[config.mk]
export PLATFORM = sky130hd
export DESIGN_NAME = pc_fetch_unit
export DESIGN_NICKNAME = d
export VERILOG_FILES = /design/src/rtl/pc_fetch_unit_pkg.sv /design/src/rtl/pc_fetch_unit_next_pc_mux.sv /design/src/rtl/pc_fetch_unit.sv
export SDC_FILE = /design/constraint.sdc
export NUM_CORES = 1
export LEC_CHECK = 0
export CORE_ASPECT_RATIO = 0.75
export CORE_UTILIZATION = 44
export CTS_BUF_LIST = sky130_fd_sc_hd__clkbuf_2
export CTS_CLUSTER_DIAMETER = 50
export DETAILED_ROUTE_END_ITERATION = 7
export PLACE_DENSITY = 0.83
export SLEW_MARGIN = 20
export SYNTH_ARGS = -nofsm -noshare
export SYNTH_HDL_FRONTEND = slang
export SYNTH_HIERARCHICAL = 1
export SYNTH_SLANG_ARGS = --single-unit
[constraint.sdc]
create_clock -name clk -period 2.5 [get_ports clk]
set_input_delay 0.375 -clock clk [delete_from_list [all_inputs] [get_ports clk]]
set_output_delay 0.375 -clock clk [all_outputs]
set_load 0.005 [all_outputs]
[src/rtl/pc_fetch_unit_pkg.sv]
// Shared types and constants for the PC register / instruction-fetch sequencer.
// Optional misaligned-redirect trap is enabled with PC_MISALIGN_TRAP_EN.
package pc_fetch_unit_pkg;

  typedef enum logic [1:0] {
    IDLE = 2'd0,
    REQ  = 2'd1,
    HOLD = 2'd2
  } fetch_state_e;

  localparam logic [31:0] NOP_INSTR    = 32'h0000_0013;
  localparam logic [31:0] DEF_RESET_PC = 32'h0000_0000;
  localparam logic [31:0] DEF_TRAP_VEC = 32'h0000_0100;

endpackage

[src/rtl/pc_fetch_unit_next_pc_mux.sv]
// Next-PC select: live redirect beats a pending redirect, which beats PC_plus4.
// With PC_MISALIGN_TRAP_EN a misaligned target becomes TRAP_VEC; otherwise low bits are masked.
module next_pc_mux
  import pc_fetch_unit_pkg::*;
#(
  parameter logic [31:0] TRAP_VEC = DEF_TRAP_VEC
) (
  input  logic [31:0] pc_plus4,
  input  logic        redirect,
  input  logic [31:0] redirect_target,
  input  logic        pend_vld,
  input  logic [31:0] pend_target,
`ifdef PC_MISALIGN_TRAP_EN
  output logic        trap,
`endif
  output logic [31:0] next_pc
);

  logic        use_tgt;
  logic [31:0] raw_tgt;

  always_comb begin
    use_tgt = redirect | pend_vld;
    raw_tgt = redirect ? redirect_target : pend_target;
`ifdef PC_MISALIGN_TRAP_EN
    trap = use_tgt && (raw_tgt[1:0] != 2'b00);
    if (!use_tgt)  next_pc = pc_plus4;
    else if (trap) next_pc = TRAP_VEC;
    else           next_pc = raw_tgt;
`else
    next_pc = use_tgt ? (raw_tgt & ~32'h0000_0003) : pc_plus4;
`endif
  end

`ifndef PC_MISALIGN_TRAP_EN
  logic unused_trap_vec;
  assign unused_trap_vec = ^TRAP_VEC;
`endif

endmodule

[src/rtl/pc_fetch_unit.sv]
// Architectural PC register plus req/ready fetch sequencer (IDLE -> REQ <-> HOLD).
// Define PC_MISALIGN_TRAP_EN to trap misaligned redirect targets to TRAP_VEC.
module pc_fetch_unit
  import pc_fetch_unit_pkg::*;
#(
  parameter logic [31:0] RESET_PC = DEF_RESET_PC,
  parameter logic [31:0] TRAP_VEC = DEF_TRAP_VEC
) (
  input  logic        clk,
  input  logic        rst_n,
  output logic [31:0] PC,
  input  logic [31:0] PC_plus4,
  input  logic        redirect,
  input  logic [31:0] redirect_target,
  input  logic        stall,
  output logic        imem_req,
  output logic [31:0] imem_addr,
  input  logic        imem_ready,
  input  logic [31:0] imem_rdata,
  output logic        instr_valid,
  output logic [31:0] instr,
  output logic        misaligned
);

  fetch_state_e state;
  logic         pend_vld;
  logic [31:0]  pend_target;
  logic [31:0]  next_pc;
  logic         resp;
  logic         pc_upd;

  assign imem_addr = PC;

  // A response with a pending redirect is a discard, so it advances the PC even under stall.
  always_comb begin
    resp   = (state == REQ) && imem_ready;
    pc_upd = (resp && (pend_vld || !stall)) || ((state == HOLD) && !stall);
  end

`ifdef PC_MISALIGN_TRAP_EN
  logic trap;
`endif

  next_pc_mux #(
    .TRAP_VEC(TRAP_VEC)
  ) u_next_pc_mux (
    .pc_plus4       (PC_plus4),
    .redirect       (redirect),
    .redirect_target(redirect_target),
    .pend_vld       (pend_vld),
    .pend_target    (pend_target),
`ifdef PC_MISALIGN_TRAP_EN
    .trap           (trap),
`endif
    .next_pc        (next_pc)
  );

  always_ff @(posedge clk) begin
    if (!rst_n) begin
      state       <= IDLE;
      PC          <= RESET_PC;
      imem_req    <= 1'b0;
      instr_valid <= 1'b0;
      instr       <= NOP_INSTR;
      pend_vld    <= 1'b0;
    end else begin
      if (pc_upd) PC <= next_pc;

      if (pc_upd)                          pend_vld <= 1'b0;
      else if (redirect && state != IDLE)  pend_vld <= 1'b1;

      unique case (state)
        IDLE: begin
          state    <= REQ;
          imem_req <= 1'b1;
        end
        REQ: begin
          if (imem_ready) begin
            instr_valid <= !pend_vld;
            if (!pend_vld) instr <= imem_rdata;
            if (!pend_vld && stall) begin
              state    <= HOLD;
              imem_req <= 1'b0;
            end
          end else begin
            instr_valid <= 1'b0;
          end
        end
        HOLD: begin
          if (!stall) begin
            state       <= REQ;
            imem_req    <= 1'b1;
            instr_valid <= 1'b0;
          end
        end
        default: begin
          state    <= IDLE;
          imem_req <= 1'b0;
        end
      endcase
    end
  end

  // Newest redirect always overwrites; the valid flag alone decides whether it is used.
  always_ff @(posedge clk) begin
    if (redirect && !pc_upd) pend_target <= redirect_target;
  end

`ifdef PC_MISALIGN_TRAP_EN
  always_ff @(posedge clk) begin
    if (!rst_n) misaligned <= 1'b0;
    else        misaligned <= pc_upd && trap;
  end
`else
  assign misaligned = 1'b0;
`endif

endmodule

Word level (Yosys, flattened, before mapping):

Cells that the tools add are included.

* register bits after elaboration: 101
* input bits: 101
* output and inout bits: 99
* logic and storage cells: 46

* equality and inequality tests: 5
* multiplexer cells: 13
* bitwise gates (word level): 3
* reduce and logical (&&, ||, !) cells: 18

Operators with widths (number)
* $mux 32: 2
* $logic_and 1x1->1: 6
* $mux 2: 3
* $pmux 2 s3: 1
* $reduce_and 3->1: 2
* $mux 1: 5
* $ne 2x2->1 const B: 2
* $reduce_bool 2->1: 2
* $logic_not 1->1: 3
* $pmux 1 s3: 1
* $eq 2x1->1 const B: 1
* $eq 2x2->1 const B: 1
* $logic_not 2->1: 1
* $logic_or 1x1->1: 2
* $ne 2x1->1 const B: 1
* $not 1->1: 2
* $pmux 1 s2: 1
* $reduce_and 2->1: 1
* $reduce_or 2->1: 1
* $or 1x1->1: 1

Depth between registers and ports, before layout:

* depth after elaboration: 6
* mapped depth: 6
* depth with buffers taken out: 4

Cells and area by module:

Netlist, hierarchy kept.

Modules (own cells, without submodules)
* pc_fetch_unit: times used 1, cells an instance 376, area each 3962.6 sq um, sequential area each 2342.2 sq um
* next_pc_mux: times used 1, cells an instance 103, area each 681.9 sq um, sequential area each 0.0 sq um

Least setup slack after synthesis:

Ideal clock, no wire load.

* path kind: flip-flop to flip-flop
* start: register state[0]
* end: register pend_target[0] (enable)
* setup time: 0.392 ns
* arrival: 1.933 ns
* data required time: 2.108 ns
* slack: 0.175 ns
* cell stages (with the launch flop): 6
* buffers on the path: 2
* clock period less this slack: 2.325 ns
* cell sequence: dfxtp_1 buf_6 nor2b_4 a32oi_4 buf_8 and2_1

* word-level cells in the longest chain between the ends: 6
* elaborated cells between the ends (all ways): 8
* classes of those cells: 2 x eq/ne; 6 x reduce/logical

Ends and longest elaborated chain
* start: declaration: RTL line pc_fetch_unit.sv:25 `fetch_state_e state;`
* start signal: assignment: RTL line pc_fetch_unit.sv:60 `state <= IDLE;`
* start signal: assignment: RTL line pc_fetch_unit.sv:74 `state <= REQ;`
* start signal: assignment: RTL line pc_fetch_unit.sv:82 `state <= HOLD;`
* $eq 2x1->1: RTL line pc_fetch_unit.sv:36 `resp = (state == REQ) && imem_ready;`
* $logic_and 1x1->1: RTL line pc_fetch_unit.sv:36
* $logic_and 1x1->1: RTL line pc_fetch_unit.sv:37 `pc_upd = (resp && (pend_vld || !stall)) || ((state == HOLD) && !stall);`
* $logic_or 1x1->1 (*): RTL line pc_fetch_unit.sv:37
* $logic_not 1->1 (*): RTL line pc_fetch_unit.sv:106 `if (redirect && !pc_upd) pend_target <= redirect_target;`
* $logic_and 1x1->1 (*): RTL line pc_fetch_unit.sv:106
* end signal: assignment: RTL line pc_fetch_unit.sv:106
* end: declaration: RTL line pc_fetch_unit.sv:27 `logic [31:0] pend_target;`

Every way passes the cells marked *; elsewhere a longest branch is shown, timed or not.
A chain may end at the register's enable or synchronous reset.

Final worst setup path:

* start: register PC[15]
* end: output imem_addr[15]

RTL lines
* start: declaration: RTL line pc_fetch_unit.sv:11 `output logic [31:0] PC,`
* start signal: assignment: RTL line pc_fetch_unit.sv:67 `if (pc_upd) PC <= next_pc;`
* end: declaration: RTL line pc_fetch_unit.sv:17 `output logic [31:0] imem_addr,`

No word-level cell between the ends.

==> results.md <==
* Final WL at 11,000 um
* First drt pass iteration count at 4
* Final Total Pwr at about 3100 uW
* CP Launch Type: flip-flop
* PortBufs at between 150 and 200
* Layout fillers at just over 800
* Max-slew headroom at 61.5%
* # H-tree levels at 3
* Drt initial violations at 163
* Crit end category: primary output
* Total Routing Usage GR at approximately a fifth
* Pleak at roughly 0.0025 uW
* DPL Wire Length at approximately 8000 um
* Worst EP required at between 2 and 2.5 ns
* Fin. Hold Viols at 0
* Reg-to-reg startpoint: pend_vld
* Worst Path Arrival at 1.56 ns
* DR vias at roughly 3.7k
* VDD IR max at around 0.34 mV
* Worst-path fanout max at 3
* DP Worst Slack at roughly 0.44 ns
* Met3 routed WL at approximately 630 um
* DRC at 0
* Syn_nets at between 500 and 600
* Number of buffers created by CTS at 9
* CP delay by family, top: buffers and inverters
* Ant. Diodes at 0
* WL met2 at roughly 5400 um
* CTS Buffer Depth at 2
* Post-Synthesis Cells at 477
* Period utilization at between 70% and 80%
* Setup TNS at 0 ns
* Core Area at slightly below 10,000 sq um
* Crit-path slowest cell: clkdlybuf4s50_1
* Critical Path Source: PC[15]
* Die Wd at 120 um
* GP Congestion at between 0.7 and 0.8
* Met1 WL at between 4000 and 5000 um
* First-pass GRT wire length at around 18,000 um
* Starting Density at between 40% and 50%
* Buffers plus inverters on the worst setup path at 1
* Status: complete, no violations
* Final Max Slew Viols at 0
* Post-DR wirelength/cell at approximately 14 um
* Hold path start: rst_n
* FP Rows at 31
* # resized after CTS at 0
* Clock root cell: clkbuf_2
* Clock sinks at between 90 and 100
* CTS tree: done
* Worst Tran Pin Value at between 0.5 and 0.6 ns
* Maxcap violations at 0
* Count of final setup violators at 0
* Largest stage delay on the critical path at 0.54 ns
* Final Cell Area at approximately 6400 sq um
* Die span in y at between 90 and 100 um
* Vias in the first global route at 3,691
* Critical path type: flip-flop to primary output
* PD cells at roughly 490 nW/um^2
* Die Footprint at approximately 11,000 sq um
* Final #Nets at slightly above 700
* Initial antenna violation count at 0
* Yosys warns at 6
* Post-Syn Area per Cell at around 9.6 sq um
* CP Cell Sequence: clkdlybuf4s50_1
* Clock Skews at between 0.015 and 0.02 ns
* Post-CTS Setup Repair Bufs at 0
* Clk Latency, worst-skew pair at 0.55 ns
* Grt total ovfl at 0
* Final WS setup at 0.566 ns
* Highest metal used: met4
* Hold Crit Class: input pin to flip-flop
* Antenna viol nets, final at 0
* RSZ-0062 raised after global routing: false
* Largest net degree at the start of global routing at roughly 100
* Via density at 4.89
* Area delta synth->final at 39.5%
* Clk slew on worst S/H paths at between 0.2 and 0.3 ns
* Crit path time final at ~1.9 ns
* Hold-fix buffers at CTS at 0
* Mapped Area at 4580 sq um
* Peak Freq at around 520 MHz
* Placed cell area at ~6300 sq um
* # IOs at 200
* Share of cells above drive strength 1 at ~4.9%
[placed cells by master (no fill, tap or decap), types with 2 or more instances in the layout]
master	n
inv_6	2
o21ai_1	28
clkbuf_2	9
nand3_1	3
nor3b_1	2
clkinvlp_4	2
buf_4	7
and3_1	2
dfxtp_1	68
buf_12	2
inv_4	2
clkdlybuf4s50_1	194
o21ai_0	6
buf_2	2
mux2i_1	62
inv_1	2
nand2_1	160
a21boi_0	26
a21oi_1	2
edfxtp_1	30
nand2b_1	3
a21boi_1	3
[worst paths after layout]
path                    to  slack, ns  depth (start not counted)
max reg2reg         PC[21]       0.72                          5
min               instr[1]       0.31                          3
max          imem_addr[15]       0.57                          1
min reg2reg       instr[2]       0.48                          2
[flip-flops by register name, indices dropped and copies added (netlist names)]
name,cells
imem_req,1
instr_valid,1
instr,32
PC,32
pend_target,30
pend_vld,1
state,2
[layout make-up]
cell class	instances	area, sq um	area share [%]
multi-input cells	308	1800	28.2
flip-flops and latches	99	2280	35.7
clock inverters	7	50.0	0.782
clock buffers	9	45.0	0.704
well taps	132	165	2.58
inverters	2	7.51	0.117
repair buffers	205	2040	32.0
[metal layers]
layer | vias up | GRT usage [%]
li1 | 1844 | -
met1 | 1739 | 24.8
met2 | 123 | 36.3
met3 | 19 | 5.81
met4 | 0 | 6.15
met5 | - | 0
[metrics by stage]
| step | hold WS (ns) | utilization, % | std cells |
|---|---|---|---|
| global placement | 0.441 | 63.7 | 746 |
| CTS | 0.244 | 64.7 | 762 |
| global route | 0.227 | 64.7 | 762 |
| detailed placement | 0.456 | 63.7 | 746 |
| finish | 0.307 | 64.7 | 762 |
| floorplan | 0.451 | - | 477 |
[power breakdown]
group	internal [uW]	total (uW)	switching [uW]	leakage, uW
Combinational	384	632	248	0.00155
Clock	138	682	543	0.0000596
Sequential	1750	1810	59.9	0.000853
Power figures use the tool's default switching activity.
